**src/rtl/apb_reg_responder.sv**
```systemverilog
// APB register responder: CTRL / SCRATCH / STATUS / COUNT behind a three-state
// APB slave FSM with a programmable number of wait states per ACCESS phase.
//
// state  | meaning
// IDLE   | no transfer; waiting for psel=1, penable=0
// SETUP  | address seen; load wait counter, snapshot read data and error flag
// ACCESS | wait counter runs down; pready=1 once it reaches zero
module apb_reg_responder #(
  parameter int unsigned WAIT_STATES = 0
) (
  input  logic        pclk,
  input  logic        preset,
  input  logic        psel,
  input  logic        penable,
  input  logic        pwrite,
  input  logic [31:0] paddr,
  input  logic [31:0] pwdata,
  output logic [31:0] prdata,
  output logic        pready,
  output logic        pslverr,
  output logic        irq
);

  localparam logic [3:0] LP_WAIT = 4'(WAIT_STATES);

  typedef enum logic [1:0] {ST_IDLE, ST_SETUP, ST_ACCESS} state_t;

  state_t      r_state;
  state_t      w_state_nxt;
  logic [3:0]  r_wait_cnt;
  logic [31:0] r_rdata;
  logic        r_err;
  logic [1:0]  r_ctrl;
  logic [31:0] r_scratch;
  logic [31:0] r_count;
  logic        r_ovf;
  logic        r_st_err;

  logic        w_dec_err;
  logic [31:0] w_rd_val;
  logic        w_ready;
  logic        w_complete;
  logic        w_commit;
  logic        w_err_set;
  logic        w_wrap;
  logic [1:0]  w_sts_clr;

  // Misaligned or out-of-range addresses and writes to the read-only COUNT fail.
  assign w_dec_err  = (|paddr[31:4]) || (|paddr[1:0]) || (pwrite && (paddr[3:2] == 2'd3));
  assign w_ready    = (r_state == ST_ACCESS) && (r_wait_cnt == 4'd0);
  assign w_complete = w_ready && psel && penable;
  assign w_commit   = w_complete && pwrite && !r_err;
  assign w_err_set  = w_complete && r_err;
  assign w_wrap     = r_ctrl[0] && (r_count == 32'hFFFF_FFFF);
  assign w_sts_clr  = (w_commit && (paddr[3:2] == 2'd2)) ? pwdata[1:0] : 2'b00;

  // Outputs depend only on registered state, never on psel/penable directly.
  assign pready  = w_ready;
  assign pslverr = w_ready && r_err;
  assign prdata  = w_ready ? r_rdata : 32'd0;
  assign irq     = r_ovf && r_ctrl[1];

  // Read mux for the decoded register, sampled into r_rdata on the SETUP edge.
  always_comb begin
    w_rd_val = 32'd0;
    case (paddr[3:2])
      2'd0:    w_rd_val = {30'd0, r_ctrl};
      2'd1:    w_rd_val = r_scratch;
      2'd2:    w_rd_val = {30'd0, r_st_err, r_ovf};
      default: w_rd_val = r_count;
    endcase
  end

  // Next-state logic; dropping psel in ACCESS aborts the transfer.
  always_comb begin
    w_state_nxt = r_state;
    case (r_state)
      ST_IDLE:   if (psel && !penable) w_state_nxt = ST_SETUP;
      ST_SETUP:  w_state_nxt = ST_ACCESS;
      ST_ACCESS: begin
        if (!psel)        w_state_nxt = ST_IDLE;
        else if (w_ready) w_state_nxt = penable ? ST_IDLE : ST_SETUP;
      end
      default:   w_state_nxt = ST_IDLE;
    endcase
  end

  // State register, wait counter and the per-transfer read/error snapshot.
  always_ff @(posedge pclk or posedge preset) begin
    if (preset) begin
      r_state    <= ST_IDLE;
      r_wait_cnt <= 4'd0;
      r_rdata    <= 32'd0;
      r_err      <= 1'b0;
    end else begin
      r_state <= w_state_nxt;
      if (r_state == ST_SETUP) begin
        r_wait_cnt <= LP_WAIT;
        r_rdata    <= w_dec_err ? 32'd0 : w_rd_val;
        r_err      <= w_dec_err;
      end else if ((r_state == ST_ACCESS) && (r_wait_cnt != 4'd0)) begin
        r_wait_cnt <= r_wait_cnt - 4'd1;
      end
    end
  end

  // CTRL and SCRATCH take writes only on a clean completion edge.
  always_ff @(posedge pclk or posedge preset) begin
    if (preset) begin
      r_ctrl    <= 2'd0;
      r_scratch <= 32'd0;
    end else if (w_commit) begin
      case (paddr[3:2])
        2'd0:    r_ctrl    <= pwdata[1:0];
        2'd1:    r_scratch <= pwdata;
        default: ;
      endcase
    end
  end

  // Free-running COUNT while enabled; wraps to zero and flags overflow.
  always_ff @(posedge pclk or posedge preset) begin
    if (preset) r_count <= 32'd0;
    else if (r_ctrl[0]) r_count <= r_count + 32'd1;
  end

  // STATUS W1C bits; a set on the same edge as a clear keeps the bit high.
  always_ff @(posedge pclk or posedge preset) begin
    if (preset) begin
      r_ovf    <= 1'b0;
      r_st_err <= 1'b0;
    end else begin
      r_ovf    <= (r_ovf && !w_sts_clr[0]) || w_wrap;
      r_st_err <= (r_st_err && !w_sts_clr[1]) || w_err_set;
    end
  end

endmodule
```
**config.mk**
```make
export PLATFORM = sky130hd
export DESIGN_NAME = apb_reg_responder
export DESIGN_NICKNAME = d
export VERILOG_FILES = /design/src/rtl/apb_reg_responder.sv
export SDC_FILE = /design/constraint.sdc
export NUM_CORES = 1
export LEC_CHECK = 0
export CORE_MARGIN = 2
export CORE_UTILIZATION = 45
export DETAILED_ROUTE_END_ITERATION = 10
export PLACE_DENSITY = 0.71
export SYNTH_ARGS = -nofsm -noshare
export SYNTH_HDL_FRONTEND = slang
export SYNTH_SLANG_ARGS = --single-unit
```
**constraint.sdc**
```tcl
create_clock -name pclk -period 11.1 [get_ports pclk]
set_clock_uncertainty 0.2 [all_clocks]
set_input_delay 2.775 -clock pclk [delete_from_list [all_inputs] [get_ports pclk]]
set_output_delay 2.775 -clock pclk [all_outputs]
set_load 0.02 [all_outputs]
```
==> metrics.txt <==
Final Hold Viols 0; critical path, cell by cell inv_1 > ha_1 > nor3b_2 > buf_4 > and3_1 > clkdlybuf4s50_1; multiplexer area fraction after synthesis 8.55%; Max FO, Critical Path 18; CP bufs+invs 3; area of the placeable core 0.0113 mm2; Port Buffer Count 103; number of flops mapped to enable cells by yosys 0; utilization after layout 58.4%; achievable clock frequency 168 MHz; family with the most delay on the worst path buffers and inverters; area of the die 0.0123 mm2; clock period minus final worst setup slack 5.95 ns; GR Util All Layers 20.1%; setup repair bufs after CTS 0; detailed-route wire length per cell 16.6 um; buffer levels on the longest clock path 2; Skew-Pair Late Insertion Delay 0.35 ns; LEAKAGE 2.97 nW; total negative slack 0 ns; distinct cell type count after synthesis 40; final weighted congestion of routability-driven global placement 0.768; data required time at the worst endpoint 8.12 ns; cell count after placement 707; worst hold path type reg2reg; sequential cell area 0.00268 mm2; Slew Viols, Final 0; main flop type after synthesis dfrtp_1; start-to-end type of the worst setup path reg2out; largest incremental delay on the critical path 0.76 ns; DRT iter0 DRCs 193; total wirelength of the detailed-routed design 12000 um; run status completed; cell count after synthesis 486; count of non-filler cells in the finished layout 723; DP HPWL 8190 um; CTS tree yes; critical path's slowest cell nor3b_2; initial antenna violation count 0; # H-tree levels 3; clock root buffer clkbuf_16; XOR/XNOR Fraction of Synth Area 5.46%; register clock-pin slew on the reported worst setup and hold paths 0.07 ns; share of final-layout standard cells stronger than drive strength 1 12.4%; clock net sink count 107; Slew @ Worst Pin 1.22 ns; fraction of the mapped netlist area in compound gates 9.08%; part of the Yosys area used for sequential elements 52.1%; YS warnings 0; detailed-route vias per instance 5.43; share of synthesized cell area in full adder, half adder and majority cells 0.487%; remaining antenna violation count 0; layout overhead on the synthesized area 28.1%; post-cts resize count 0; area fraction in and, or, nand and nor cells after synthesis 20.4%; Inserted Clock Buffers 9; area of the multi-input gates 0.00227 mm2; Vert. Die Dim 111 um; Remaining DRCs 0; asr flop ratio synth 100%; number of inserted filler cells in the final layout 988; setup repair after global routing missed its margin false; wire length of the first global-routing pass 20000 um; overall overflow remaining after global route 0; average footprint of a synthesized cell 10.6 um2; maximum number of pins on one net before global-route repair 59; # hold bufs at CTS 0; initial core utilization 45.6%; drt first pass iters 4; CP endpoint kind primary output; number of nets produced by synthesis 557; post-synthesis cell area 0.00514 mm2; number of placement rows 39; vias in the first global route 4000; main combinational cell family by area after synthesis simple AND/OR/NAND/NOR gates; FF+latch count, synth 107; relative slew slack 18.1%; VDD IR-drop max 0.0991 mV; max-cap viol count 0; antenna cells 0; number of nets at the end of the flow 646; crit share post-route 53.6%; worst endpoint data arrival time 2.97 ns; number of vias after detailed routing 3923; number of placed I/O pins 104; overall die width 111 um; kind of start point of the critical path register; final setup violating endpoints 0; total power density per cell area 121 mW/mm2
flip-flops by register name, indices dropped and copies added, names as in the netlist, 2 cells and up:
name / flops
r_count: 32
r_ctrl: 2
r_rdata: 32
r_scratch: 32
r_state: 2
r_wait_cnt: 4
placed cells by master (no fill, tap or decap), types with 2 or more instances in the layout:
master           instances
nand4_1                  7
mux4_2                   2
xnor2_1                 16
nand2b_1                 3
clkbuf_16                9
mux2_2                  32
or4_4                    2
and3_1                  33
clkdlybuf4s50_1        103
inv_1                   12
mux2_1                   3
buf_4                    6
nand4_2                  2
ha_1                     2
a2bb2oi_1               24
bufinv_16                2
nor4b_1                  2
dfrtp_1                107
and4_1                   3
nor3_1                  15
nand2_1                 70
nor2_1                  10
nor4_2                   5
nor4_1                   9
and2_1                   3
o21ai_0                 37
a22o_1                   3
nor2b_1                  4
a21oi_1                  7
xor2_1                  16
nand3_1                 15
report_power, final:
part / internal [W] / leakage, nW / switching [W]
Combinational: 0.0000279 / 1.33 / 0.0000251
Clock: 0.000205 / 0.156 / 0.000145
Sequential: 0.000392 / 1.48 / 0.00000156
metrics by stage:
| step | setup slack, ns | total power [W] | instance area [um2] | hold WS [ns] |
|---|---|---|---|---|
| after detailed placement | 5.13 | 0.000455 | 6250 | 0.263 |
| final | 5.15 | 0.000797 | 6580 | 0.272 |
| after global routing | 4.96 | 0.000820 | 6580 | 0.297 |
| after floorplan | 5.31 | 0.000422 | 5140 | 0.242 |
| after global placement | 5.30 | 0.000454 | 6250 | 0.255 |
| after CTS | 5.16 | 0.000802 | 6580 | 0.278 |
final timing paths:
path | depth (start not counted) | slack (ns) | start | to
worst max-delay path | 6 | 5.15 | r_wait_cnt[0] | prdata[6]
worst min register to register | 2 | 0.27 | r_rdata[24] | r_rdata[24]
worst min-delay path | 2 | 0.27 | r_rdata[24] | r_rdata[24]
worst max register to register | 7 | 7.96 | r_wait_cnt[0] | r_ctrl[1]
max in group asynchronous | 3 | 6.87 | preset | r_count[12]
min in group asynchronous | 2 | 2.65 | preset | r_wait_cnt[2]
layout make-up:
| type | count | share of cell area, % |
|---|---|---|
| Sequential cell | 107 | 40.7 |
| Inverter | 14 | 0.837 |
| Clock inverter | 5 | 1.29 |
| Clock buffer | 11 | 3.69 |
| Tap cell | 143 | 2.72 |
| Multi-Input combinational cell | 334 | 34.4 |
| Timing Repair Buffer | 109 | 16.3 |
kinds of logic after synthesis:
kind of cell             count (synthesis)
multiplexers                            37
flip-flops                             107
buffers and inverters                   45
adder cells (fa/ha/maj)                  2
AND/OR/NAND/NOR                        191
XOR/XNOR                                32
AO/OA/AOI/OAI                           72
synthesized netlist by cell type (4+ instances only):
| cell type | count | area, um2 |
|---|---|---|
| o21ai_0 | 37 | 185 |
| nand3_1 | 15 | 75.1 |
| a21oi_1 | 7 | 35.0 |
| mux2_2 | 32 | 360 |
| dfrtp_1 | 107 | 2680 |
| nor3_1 | 15 | 75.1 |
| inv_1 | 13 | 48.8 |
| nor4_2 | 5 | 62.6 |
| nand4_1 | 7 | 43.8 |
| buf_1 | 4 | 15.0 |
| a2bb2oi_1 | 24 | 210 |
| nand2_1 | 70 | 263 |
| and3_1 | 33 | 206 |
| clkbuf_1 | 23 | 86.3 |
| xor2_1 | 16 | 140 |
| nor4_1 | 9 | 56.3 |
| xnor2_1 | 16 | 140 |
| nor2b_1 | 5 | 31.3 |
| nor2_1 | 10 | 37.5 |
worst min-delay path, delay by kind of cell, from the launching register on:
kind | cells | cell delay, ns
flops | 1 | 0.34
compound gates | 1 | 0.05
simple gates | 1 | 0.04
routing by layer:
metal | vias to the layer above | wire, um | global-route usage, % | part of all wire (%)
met5 | - | 0 | 0 | 0
met4 | 0 | 187 | 6.67 | 1.6
met3 | 15 | 532 | 3.34 | 4.4
met2 | 92 | 5810 | 33.5 | 49
met1 | 1930 | 5450 | 26.8 | 45
li1 | 1886 | - | - | -
Power figures use the tool's default switching activity.
